--- src/rtl/mdu_pkg.sv ---
// Shared multiplier/divider definitions: operation encoding, Booth
// partial-product geometry and the Booth digit select bundle.
package mdu_pkg;

  // Encoding 2'd3 is reserved and behaves as MUL_LO.
  typedef enum logic [1:0] {
    MUL_LO  = 2'd0,
    MULH_SS = 2'd1,
    MULH_UU = 2'd2
  } mul_op_t;

  localparam int PP_NUM = 17;  // radix-4 digits for a 34-bit multiplier
  localparam int PP_W   = 34;  // partial-product width (2x of 33-bit operand)
  localparam int COLS   = 64;  // product columns

  // One Booth digit: magnitude select (one/two) plus sign.
  typedef struct packed {
    logic neg;
    logic one;
    logic two;
  } booth_sel_t;

endpackage

--- src/rtl/mul_booth_pp_stage_booth_encoder.sv ---
// Radix-4 Booth encoder: maps a 3-bit multiplier window {b[2i+1], b[2i], b[2i-1]}
// to a digit in {-2,-1,0,+1,+2}.
module booth_encoder
  import mdu_pkg::*;
(
  input  logic [2:0] win,
  output booth_sel_t sel
);

  // Digit decode; the 111 window is zero and is encoded with neg=0 so it
  // never produces a correction bit.
  always_comb begin
    sel = '0;
    unique case (win)
      3'b000, 3'b111: sel = '0;
      3'b001, 3'b010: sel = '{neg: 1'b0, one: 1'b1, two: 1'b0};
      3'b011:         sel = '{neg: 1'b0, one: 1'b0, two: 1'b1};
      3'b100:         sel = '{neg: 1'b1, one: 1'b0, two: 1'b1};
      3'b101, 3'b110: sel = '{neg: 1'b1, one: 1'b1, two: 1'b0};
      default:        sel = '0;
    endcase
  end

endmodule

--- src/rtl/mul_booth_pp_stage.sv ---
// Booth partial-product stage feeding the Wallace column compressors.
// Operands, op and tag are registered; Booth recoding, partial-product
// formation and the row-to-column transposition are combinational after
// the register, so col_o holds steady while the entry is stalled.
//
// Handshake: an input transfer happens when valid_i && ready_o, an output
// transfer when valid_o && ready_i; ready_o = !valid_o || ready_i, giving
// one op per cycle when downstream is always ready. flush_i clears the
// entry on the next edge regardless of valid_i/ready_i; rst overrides both.
module mul_booth_pp_stage
  import mdu_pkg::*;
#(
  parameter int TAG_W = 6,
  parameter int COLS  = 64
) (
  input  logic                   clk,
  input  logic                   rst,
  input  logic                   flush_i,
  input  logic                   valid_i,
  output logic                   ready_o,
  input  logic [31:0]            a_i,
  input  logic [31:0]            b_i,
  input  mul_op_t                op_i,
  input  logic [TAG_W-1:0]       tag_i,
  output logic                   valid_o,
  input  logic                   ready_i,
  output logic [COLS-1:0][16:0]  col_o,
  output mul_op_t                op_o,
  output logic [TAG_W-1:0]       tag_o
);

  logic                  valid_q;
  logic [31:0]           a_q;
  logic [31:0]           b_q;
  mul_op_t               op_q;
  logic [TAG_W-1:0]      tag_q;
  logic                  accept;

  assign ready_o = !valid_q || ready_i;
  assign accept  = valid_i && ready_o;
  assign valid_o = valid_q;
  assign op_o    = op_q;
  assign tag_o   = tag_q;

  // Stage register: valid tracks handshake/flush, data loads on accept.
  always_ff @(posedge clk) begin
    if (rst) begin
      valid_q <= 1'b0;
      a_q     <= '0;
      b_q     <= '0;
      op_q    <= MUL_LO;
      tag_q   <= '0;
    end else begin
      if (flush_i) begin
        valid_q <= 1'b0;
      end else if (accept) begin
        valid_q <= 1'b1;
      end else if (ready_i) begin
        valid_q <= 1'b0;
      end
      if (accept) begin
        a_q   <= a_i;
        b_q   <= b_i;
        op_q  <= op_i;
        tag_q <= tag_i;
      end
    end
  end

  // Extension to 34 bits: only MULH_UU is unsigned; MUL_LO and the
  // reserved encoding share the signed path (low word is identical).
  logic            is_signed;
  logic [PP_W-1:0] a_ext;
  logic [PP_W-1:0] b_ext;
  logic [PP_W:0]   b_win;

  assign is_signed = (op_q != MULH_UU);
  assign a_ext     = {{2{is_signed & a_q[31]}}, a_q};
  assign b_ext     = {{2{is_signed & b_q[31]}}, b_q};
  assign b_win     = {b_ext, 1'b0};  // appends the implicit b[-1] = 0

  booth_sel_t [PP_NUM-1:0]            sel;
  logic       [PP_NUM-1:0][COLS-1:0]  rows;

  // Per-digit encoder, magnitude mux, conditional inversion and placement.
  // The +1 completing each negation lands in column 2i of row i+1, a slot
  // that row i+1 leaves empty because its own data starts at column 2i+2.
  for (genvar i = 0; i < PP_NUM; i++) begin : g_pp
    logic [PP_W-1:0] pp_mag;
    logic [PP_W-1:0] pp;
    logic [COLS-1:0] row_ext;

    booth_encoder u_enc (
      .win (b_win[2*i+2 -: 3]),
      .sel (sel[i])
    );

    assign pp_mag  = sel[i].two ? {a_ext[PP_W-2:0], 1'b0}
                   : (sel[i].one ? a_ext : '0);
    assign pp      = pp_mag ^ {PP_W{sel[i].neg}};
    assign row_ext = {{(COLS-PP_W){pp[PP_W-1]}}, pp};

    if (i == 0) begin : g_first
      assign rows[i] = row_ext;
    end else begin : g_rest
      assign rows[i] = (row_ext << (2*i)) | (COLS'(sel[i-1].neg) << (2*i-2));
    end
  end

  // Transpose rows into per-column compressor inputs.
  for (genvar k = 0; k < COLS; k++) begin : g_col
    for (genvar j = 0; j < PP_NUM; j++) begin : g_row
      assign col_o[k][j] = rows[j][k];
    end
  end

endmodule

--- config.mk ---
export PLATFORM = sky130hd
export DESIGN_NAME = mul_booth_pp_stage
export DESIGN_NICKNAME = d
export VERILOG_FILES = /design/src/rtl/mdu_pkg.sv /design/src/rtl/mul_booth_pp_stage_booth_encoder.sv /design/src/rtl/mul_booth_pp_stage.sv
export SDC_FILE = /design/constraint.sdc
export NUM_CORES = 1
export LEC_CHECK = 0
export BUFFER_PORTS_ARGS = -buffer_cell sky130_fd_sc_hd__buf_4
export CORE_AREA = 2 2 452 454
export CTS_BUF_LIST = sky130_fd_sc_hd__clkbuf_8
export DETAILED_ROUTE_END_ITERATION = 8
export DIE_AREA = 0 0 454 456
export PLACE_DENSITY = 0.3
export REMOVE_ABC_BUFFERS = 1
export SKIP_LAST_GASP = 1
export SYNTH_ARGS = -nofsm -noshare
export SYNTH_HDL_FRONTEND = slang
export SYNTH_SLANG_ARGS = --single-unit
--- constraint.sdc ---
create_clock -name clk -period 4.3 [get_ports clk]
set_clock_uncertainty 0.2 [all_clocks]
set_input_delay 0.645 -clock clk [delete_from_list [all_inputs] [get_ports clk]]
set_output_delay 0.645 -clock clk [all_outputs]
set_load 0.005 [all_outputs]
==> flow_summary.yaml <==
route:
  num_vias: 21954
  dr.pass1.iters: 5
  wl_per_cell_um: 22.14
  final_antenna_net_count: 0
  drc: 0
  drt-vias-per-instance: 3.345
  drt_iter0_drc: 1506
  wirelength_um: 145300
synthesis:
  synth_edf_count: 0
  synth_ff_type: "dfxtp_1"
  synthCells: 3529
  synthXorXnorAreaFrac_pct: 22.17
  synthSimpleGateAreaFrac_pct: 22.27
  yosysTopAreaCellShare_pct: 20.83
  synth_area_leaders: "xor2_1 21%, nand2_1 19%, buf_4 18%"
  yosys_warnings: 0
  async_flop_share_pct: 0
  synth-seq-cells: 121
  syn_avg_cell_area_um2: 6.113
  synth_area_um2: 21570
  synth_top_area_cell: "xor2_1"
  yosysSeqAreaShare_pct: 11.23
  synthDistinctLibCells: 35
  synth_top_family_by_area: "buffers and inverters"
  synth_fa_ha_area_share_pct: 0.8119
  synthMuxAreaShare_pct: 1.427
  synth_compound_area_share_pct: 16.08
timing:
  setup_ws_ns: 0.6447
  finalSetupViolCount: 0
  finalCritPeriodShare_pct: 85.01
  slew_violations: 0
  finalHoldViolations: 0
  worst_pin_slew_ns: 1.164
  rsz0062_at_grt: "false"
  period_minus_slack_ns: 3.655
  relSlewSlack_pct: 22.37
  fmax_ghz: 0.2736
outcome:
  status: "finished, final reports clean"
floorplanning:
  die_area_um2: 207000
  row_count: 165
  initial_core_util_pct: 10.70
  ios: 1175
  die_x_um: 454
  core_area_um2: 201700
  die_h_um: 456
place:
  port_buffers: 918
  pre_cts_slack_ns: 1.185
  place_congestion: 0.7259
  hpwl_um: 99680
finish:
  mostFrequentLayoutCells: "1110 x nand2_1, 998 x buf_4, 513 x xor2_1"
  drive_above_1_share_pct: 29.79
  syn_to_final_growth_pct: 32.59
  utilization_pct: 14.18
  fin_nets: 3965
  final_common_cell: "nand2_1"
critical_path:
  end_kind: "output port"
  cp_max_fo: 32
  rr_startpoint: "valid_o"
  r2r-end: "g_pp[1].u_enc.sel[0]"
  worst-r2r-setup-slack_ns: 1.73
  worstPathRequired_ns: 3.45
  worstSetupEndpoint: "col_o[1006]"
  rr_worst_depth: 6
  startpoint: "op_o[0]"
  worstSetupStartpointType: "flop"
  critical_path_class: "flop to output port"
  arrival_ns: 2.81
power:
  p_per_area_nw_per_um2: 211.0
  max-vdd-ir-drop_uv: 121.2
  leakage_nw: 14.14
global_route:
  grt_max_degree: 66
  grt_usage_pct: 13.41
  antenna_found_initial: 21
  grt_pass1_vias: 20225
  grt_first_pass_wirelength_um: 190600
  globalRoute.totalOverflow: 0
clock_tree:
  clkTransAtPathRegs_ns: 0.12
  clk_latency_ns: 0.55
  cts-root-buf: "clkbuf_8"
  cts_tree: "yes"
  h-tree-depth: 4
  cts_resized: 0
  cts.path.max_buffers: 2
  cts.sinks: 121
  cts_made_buffers: 17
min_path:
  hold_class: "primary input to flop"
flow_run:
  maxCapViolations: 0
-- state kept, by name, indices dropped and copies added, names as in the netlist --
| name | flops |
|---|---|
| op_o | 2 |
| a_q | 32 |
| tag_o | 6 |
| b_q | 32 |
| g_pp.u_enc.sel | 48 |
| valid_o | 1 |
-- area by class of cell --
cell class | count | area [um2]
clock inverters | 15 | 152.6
well taps | 2672 | 3343
flip-flops and latches | 121 | 2581
repair buffers | 1006 | 7642
diodes | 4 | 10.01
fillers | 23423 | 173100
multi-input cells | 2711 | 14580
clock buffers | 17 | 234.0
inverters | 17 | 63.81
-- Yosys cell counts, types with 2 or more instances --
master,instances
xnor2_1,33
nand2b_1,14
a22oi_1,16
nand3b_1,2
a31oi_2,9
buf_6,3
ha_1,14
nand3_1,2
a211oi_1,18
buf_2,58
mux2i_1,15
or2_2,15
buf_1,4
o21ai_0,512
clkbuf_1,353
xor2_1,513
buf_4,517
dfxtp_1,121
mux2_2,14
and2_1,32
a41o_1,14
inv_1,16
a31oi_4,4
nand2_1,1110
nor2_1,51
a21oi_1,60
-- report_power, final --
group	total (W)	switching, W	internal, W
Combinational	0.00308	0.00164	0.00144
Sequential	0.00184	0.000642	0.00120
Clock	0.00112	0.000688	0.000432
-- cell families after synthesis --
| family | count (synthesis) |
|---|---|
| xor+xnor | 546 |
| buf+inv | 952 |
| flops | 121 |
| fa+ha+maj | 14 |
| mux | 29 |
| compound gates | 635 |
| other cells | 1 |
| simple gates | 1231 |
-- per-stage QoR --
stage | instance area (um2) | hold slack (ns) | TNS, ns | power (W) | cells
global placement | 28200 | 0.2435 | 0 | 0.005061 | 6526
finish | 28600 | 0.1352 | 0 | 0.006036 | 6563
detailed placement | 28200 | 0.2517 | 0 | 0.005053 | 6526
CTS | 28590 | 0.05443 | 0 | 0.006258 | 6559
floorplan | 16990 | 0.2467 | -143.69 | 0.002608 | 2849
global route | 28600 | 0.08486 | 0 | 0.006486 | 6560
-- metal layers --
metal	global-route usage (%)	vias to the layer above	wire [um]
met3	1.516	84	6536
met2	24.98	746	76530
met5	0	-	57
met4	2.065	8	1851
met1	16.56	10234	60350
li1	-	10882	-
-- worst max-delay path, stage by stage (launching register included) --
cell	delay, ns
dfxtp_1	0.38
inv_1	0.10
a21boi_4	0.18
buf_12	0.30
o21ai_0	0.23
xnor2_2	0.81
buf_4	0.25
-- worst min path at each step --
stage                         from        to  slack, ns  cells past startpoint
final                       a_i[1]    a_q[1]       0.14                      3
after global routing      tag_i[2]  tag_o[2]       0.08                      3
after CTS                   a_i[1]    a_q[1]       0.05                      3
after detailed placement  tag_o[3]  tag_o[3]       0.25                      2
after global placement    tag_o[2]  tag_o[2]       0.24                      2
after floorplan           tag_o[0]  tag_o[0]       0.25                      2
-- what timing repair did --
action                    in CTS  in global routing
hold endpoints to repair       1                  0
buffers inserted               0                  0
hold buffers                   1                  0
No activity file was read; power rests on OpenSTA's default activity.
